$ cat config.mk
export PLATFORM = sky130hd
export DESIGN_NAME = vga_bus_arbiter
export DESIGN_NICKNAME = d
export VERILOG_FILES = /design/src/rtl/vga_bus_arbiter.sv
export SDC_FILE = /design/constraint.sdc
export NUM_CORES = 1
export LEC_CHECK = 0
export CAP_MARGIN = 20
export CORE_AREA = 2 2 125 127
export DETAILED_ROUTE_END_ITERATION = 7
export DIE_AREA = 0 0 127 129
export DONT_BUFFER_PORTS = 1
export GPL_TIMING_DRIVEN = 0
export PLACE_DENSITY = 0.33
export SETUP_SLACK_MARGIN = 0.2
export SLEW_MARGIN = 20
export SYNTH_ARGS = -nofsm -noshare
export SYNTH_HDL_FRONTEND = slang
export SYNTH_SLANG_ARGS = --single-unit
$ cat constraint.sdc
create_clock -name clk_i -period 1.7 [get_ports clk_i]
set_input_delay 0.255 -clock clk_i [delete_from_list [all_inputs] [get_ports clk_i]]
set_output_delay 0.255 -clock clk_i [all_outputs]
set_load 0.01 [all_outputs]
$ cat src/rtl/vga_bus_arbiter.sv
// ---------------------------------------------------------------------------
// vga_bus_arbiter
//   Two-master / one-slave Wishbone arbiter in front of the text display RAM.
//   Master 0 is the scanline fetcher (hard real-time, normally wins).
//   Master 1 is the CPU/host port. It is guaranteed a slot after VID_BURST
//   consecutive video acks taken while it was waiting.
//   A hung slave cycle is aborted after TIMEOUT owned cycles with a one-cycle
//   err pulse to the owner.
//
// Ports
//   clk_i, rst_i        clock, synchronous active-high reset
//   m0_*                video master Wishbone port (cyc/stb/we/sel/adr/dat)
//   m1_*                CPU master Wishbone port (same set)
//   s_*                 shared slave Wishbone port
//   gnt                 one-hot current owner {m1, m0}; 00 = idle
// ---------------------------------------------------------------------------
module vga_bus_arbiter #(
    parameter int VID_BURST = 16,
    parameter int TIMEOUT   = 64,
    parameter int AW        = 32
) (
    input  logic          clk_i,
    input  logic          rst_i,
    // video master
    input  logic          m0_cyc,
    input  logic          m0_stb,
    input  logic          m0_we,
    input  logic [3:0]    m0_sel,
    input  logic [AW-1:0] m0_adr,
    input  logic [31:0]   m0_dat_i,
    output logic [31:0]   m0_dat_o,
    output logic          m0_ack,
    output logic          m0_err,
    // CPU master
    input  logic          m1_cyc,
    input  logic          m1_stb,
    input  logic          m1_we,
    input  logic [3:0]    m1_sel,
    input  logic [AW-1:0] m1_adr,
    input  logic [31:0]   m1_dat_i,
    output logic [31:0]   m1_dat_o,
    output logic          m1_ack,
    output logic          m1_err,
    // slave
    output logic          s_cyc,
    output logic          s_stb,
    output logic          s_we,
    output logic [3:0]    s_sel,
    output logic [AW-1:0] s_adr,
    output logic [31:0]   s_dat_o,
    input  logic [31:0]   s_dat_i,
    input  logic          s_ack,
    // status
    output logic [1:0]    gnt
);

    localparam int BW = $clog2(VID_BURST + 1);
    localparam int TW = $clog2(TIMEOUT);
    localparam logic [BW-1:0] BURST_MAX = BW'(VID_BURST);
    localparam logic [TW-1:0] TMO_LAST  = TW'(TIMEOUT - 1);

    typedef enum logic [1:0] {
        S_IDLE = 2'd0,
        S_VID  = 2'd1,
        S_CPU  = 2'd2
    } state_t;

    state_t        state_q, state_d;
    logic [BW-1:0] burst_cnt_q, burst_cnt_d;
    logic [TW-1:0] tmo_cnt_q, tmo_cnt_d;

    logic          req0, req1;
    logic          owned;
    logic          own_cyc, own_stb, own_we;
    logic [3:0]    own_sel;
    logic [AW-1:0] own_adr;
    logic [31:0]   own_dat;
    logic          tmo_hit;
    logic          ack_hit;

    assign req0  = m0_cyc & m0_stb;
    assign req1  = m1_cyc & m1_stb;
    assign owned = (state_q != S_IDLE);

    // Owner's request fields; all zero while idle so the slave port rests at 0.
    always_comb begin
        own_cyc = 1'b0;
        own_stb = 1'b0;
        own_we  = 1'b0;
        own_sel = '0;
        own_adr = '0;
        own_dat = '0;
        if (state_q == S_VID) begin
            own_cyc = m0_cyc;
            own_stb = m0_stb;
            own_we  = m0_we;
            own_sel = m0_sel;
            own_adr = m0_adr;
            own_dat = m0_dat_i;
        end else if (state_q == S_CPU) begin
            own_cyc = m1_cyc;
            own_stb = m1_stb;
            own_we  = m1_we;
            own_sel = m1_sel;
            own_adr = m1_adr;
            own_dat = m1_dat_i;
        end
    end

    // An ack arriving on the last allowed cycle still completes the transfer,
    // and a master that already dropped cyc never sees ack or err.
    assign tmo_hit = owned & own_cyc & ~s_ack & (tmo_cnt_q == TMO_LAST);
    assign ack_hit = owned & own_cyc & s_ack;

    // Slave-side and master-side outputs, purely combinational from state.
    always_comb begin
        s_cyc    = own_cyc & ~tmo_hit;
        s_stb    = own_stb & ~tmo_hit;
        s_we     = own_we;
        s_sel    = own_sel;
        s_adr    = own_adr;
        s_dat_o  = own_dat;

        m0_ack   = 1'b0;
        m0_err   = 1'b0;
        m0_dat_o = '0;
        m1_ack   = 1'b0;
        m1_err   = 1'b0;
        m1_dat_o = '0;

        if (state_q == S_VID) begin
            m0_ack   = ack_hit;
            m0_err   = tmo_hit;
            m0_dat_o = s_ack ? s_dat_i : '0;
        end else if (state_q == S_CPU) begin
            m1_ack   = ack_hit;
            m1_err   = tmo_hit;
            m1_dat_o = s_ack ? s_dat_i : '0;
        end

        gnt = {state_q == S_CPU, state_q == S_VID};
    end

    // Next-state, burst and timeout counters.
    always_comb begin
        state_d     = state_q;
        burst_cnt_d = burst_cnt_q;
        tmo_cnt_d   = tmo_cnt_q;

        case (state_q)
            S_IDLE: begin
                tmo_cnt_d = '0;
                // Video wins unless the CPU has already waited through a full burst.
                if (req0 && !(req1 && (burst_cnt_q == BURST_MAX))) begin
                    state_d = S_VID;
                end else if (req1) begin
                    state_d     = S_CPU;
                    burst_cnt_d = '0;
                end
            end

            S_VID, S_CPU: begin
                if (!own_cyc || s_ack || tmo_hit) begin
                    state_d = S_IDLE;
                end else begin
                    tmo_cnt_d = tmo_cnt_q + 1'b1;
                end

                // Count only video acks that happened while the CPU was waiting.
                if ((state_q == S_VID) && ack_hit) begin
                    if (req1) begin
                        if (burst_cnt_q != BURST_MAX) begin
                            burst_cnt_d = burst_cnt_q + 1'b1;
                        end
                    end else begin
                        burst_cnt_d = '0;
                    end
                end
            end

            default: begin
                state_d = S_IDLE;
            end
        endcase
    end

    always_ff @(posedge clk_i) begin
        if (rst_i) begin
            state_q     <= S_IDLE;
            burst_cnt_q <= '0;
            tmo_cnt_q   <= '0;
        end else begin
            state_q     <= state_d;
            burst_cnt_q <= burst_cnt_d;
            tmo_cnt_q   <= tmo_cnt_d;
        end
    end

endmodule

==> flow_metrics.tcl <==
set metrics [dict create \
    synth_cells 358 \
    cts_buffer_depth 2 \
    rows 45 \
    avgSynthCellArea_sq_um 6.23 \
    ioPinCount 318 \
    critPathMaxStageDelay_ns 0.37 \
    grt_max_degree 11 \
    root_buffer "clkbuf_16" \
    synthArstFlopShare 0 \
    yosys_warnings 0 \
    grt_pass1_wl_um 18400 \
    cts_made_buffers 3 \
    die_area_sq_mm 0.0164 \
    peakVddDrop_mv 0.306 \
    worstMarginPinSlew_ns 0.647 \
    worstSkewPairLatency_ns 0.24 \
    drt-total-wl_um 14200 \
    drt_iter0_markers 170 \
    n_antenna_cell 0 \
    antenna_found_initial 0 \
    violations "negative setup slack" \
    grt_usage 0.147 \
    final_cells 593 \
    place_hpwl_um 9960 \
    totalPowerFinal_mw 1.99 \
    p_per_area_mw_per_mm2 422 \
    setup_slack_ns -0.225 \
    cp-end-kind "output pin" \
    fin_skew_ns 0.00194 \
    gp_congestion 0.912 \
    slew_headroom 0.569 \
    maxCapViolCount 0 \
    dpl.cell_count 546 \
    hold_violations 0 \
    synth_flop_cell "dfxtp_1" \
    yosysUniqueCellTypes 46 \
    grt_pass1_vias 2960 \
    cts_tree "built" \
    clkTransAtPathRegs_ns 0.05 \
    cp_num_buf_inv 4 \
    dieHeight_um 129 \
    area_growth_pct 111 \
    setup_viol 149 \
    synth-edff-count 0 \
    holdWs_ns 0.174 \
    hold_class "input port to flip-flop" \
    cpLargestDelayFamily "buffers and inverters" \
    syn_area_sq_mm 0.00223 \
    drive_above_1_share 0.684 \
    cp_max_fo 7 \
    ys_ff_latch 13 \
    htreeDepth 1 \
    vias 3149 \
    start_kind "flip-flop" \
    port_buffers 0 \
    fmax_mhz 519 \
    viasPerCell 5.31 \
    critPathSlowestCell "dfxtp_4" \
    status "complete, but fails checks" \
    grt_overflow 0 \
    wire_per_inst_um 23.9 \
    grt_setup_unrepaired "yes" \
    core_area_sq_mm 0.0150 \
    pre_cts_slack_ns -0.692 \
    synth_fp_nets 541 \
    postRouteAntennaNets 0 \
    cp_common_cell "buf_8" \
    post-route-min-period_ns 1.93 \
    leakagePower_nw 1.92 \
    fin_crit_sh 1.13 \
    arrival_ns 1.67 \
    cp_cell_sequence "inv_6 -> ha_4 -> buf_8 -> nor2b_4 -> clkbuf_16 -> buf_8 -> a22o_1" \
    ys_seq_area_frac 0.117 \
    drt_pass1_iterations 4 \
    drc_errors 0 \
    nets 589 \
    cts_hold_buf 0 \
    start_util 0.149 \
    drv_slew 0 \
    critical_path_class "flip-flop to output pin" \
    crit_required_ns 1.44 \
    dieWidth_um 127 \
    clock_sinks 13 \
]
[logic make-up after synthesis]
family / after synthesis / synth area share
adders and majority gates: 6 / 0.0337
muxes: 4 / 0.0185
buffers and inverters: 41 / 0.0724
xor gates and xnor gates: 1 / 0.00393
DFF: 13 / 0.117
and+or+nand+nor: 199 / 0.462
AOI/OAI and AO/OA: 94 / 0.293
[sequential cells by signal, summed over array words and instances, names as in the netlist]
register     cells
state_q          2
burst_cnt_q      5
tmo_cnt_q        6
[power by group]
part / switching [mW] / internal (mW) / leakage (nW)
Combinational: 0.639 / 0.576 / 1.78
Clock: 0.138 / 0.317 / 0.0382
Sequential: 0.00686 / 0.309 / 0.106
Total: 0.784 / 1.20 / 1.92
[path summary, 6_finish.rpt]
path,from,endpoint,slack [ns],depth (start not counted)
setup / recovery,state_q[0],s_adr[31],-0.23,7
hold / removal,m0_stb,state_q[0],0.17,2
setup reg to reg,state_q[1],burst_cnt_q[2],-0.18,6
hold reg to reg,tmo_cnt_q[1],tmo_cnt_q[1],0.51,1
[cell type report]
class / instances / area, sq um
Buffer: 35 / 473
Clock buffer: 4 / 78.8
Fill cell: 1557 / 10300
Inverter: 5 / 28.8
Multi-Input combinational cell: 304 / 3050
Sequential cell: 13 / 268
Tap cell: 188 / 235
Timing Repair Buffer: 44 / 567
[what timing repair did]
item | in CTS | in global routing
pin swaps | 44 | 37
buffers inserted | 21 | 12
gates resized for setup | 264 | 84
gates cloned | 8 | 3
setup endpoints to repair | 152 | 152
[metrics by stage]
stage,util,setup TNS (ns),instance area (sq um)
after global placement,0.176,-22.73,2630
after detailed placement,0.176,-26.34,2630
final,0.314,-21.18,4700
after global routing,0.314,-31.12,4700
after floorplan,-,0,2400
after CTS,0.282,-25.88,4220
[cell usage in the layout, fill, tap and decap left out, types with 3 or more instances in the layout]
cell	netlist	routed
ha_4	0	3
and3_1	66	7
mux2i_1	3	3
buf_16	0	3
dfxtp_1	13	11
and2_4	0	4
buf_4	1	19
o21ai_4	0	28
nand3_1	6	5
nand2_4	0	28
nand2_1	96	48
and3_4	0	59
nand2_2	0	19
nand2b_1	5	5
ha_1	6	3
a22o_1	28	11
o21ai_2	0	15
a311oi_2	2	3
buf_6	0	9
clkbuf_4	0	4
a22o_4	0	17
clkbuf_1	29	9
nor2_1	6	5
buf_8	0	17
inv_1	5	3
buf_12	0	7
clkbuf_16	0	12
[synthesized netlist by cell type, types with 4 or more instances]
cell | instances | share of area
nor2_1 | 6 | 0.010
dfxtp_1 | 13 | 0.12
ha_1 | 6 | 0.034
a21oi_1 | 4 | 0.0090
o21ai_0 | 43 | 0.097
nand2b_1 | 5 | 0.014
and3_1 | 66 | 0.19
nand2_1 | 96 | 0.16
a22o_1 | 28 | 0.11
inv_1 | 5 | 0.0084
nand3_1 | 6 | 0.013
clkbuf_1 | 29 | 0.049
[routing by layer]
layer / share of wire / track usage / vias to the layer above
met1: 0.39 / 0.189 / 1565
li1: - / - / 1391
met2: 0.51 / 0.255 / 174
met5: 0 / 0 / -
met4: 0.017 / 0.0278 / 0
met3: 0.075 / 0.0304 / 19
No activity file was read; power rests on OpenSTA's default activity.
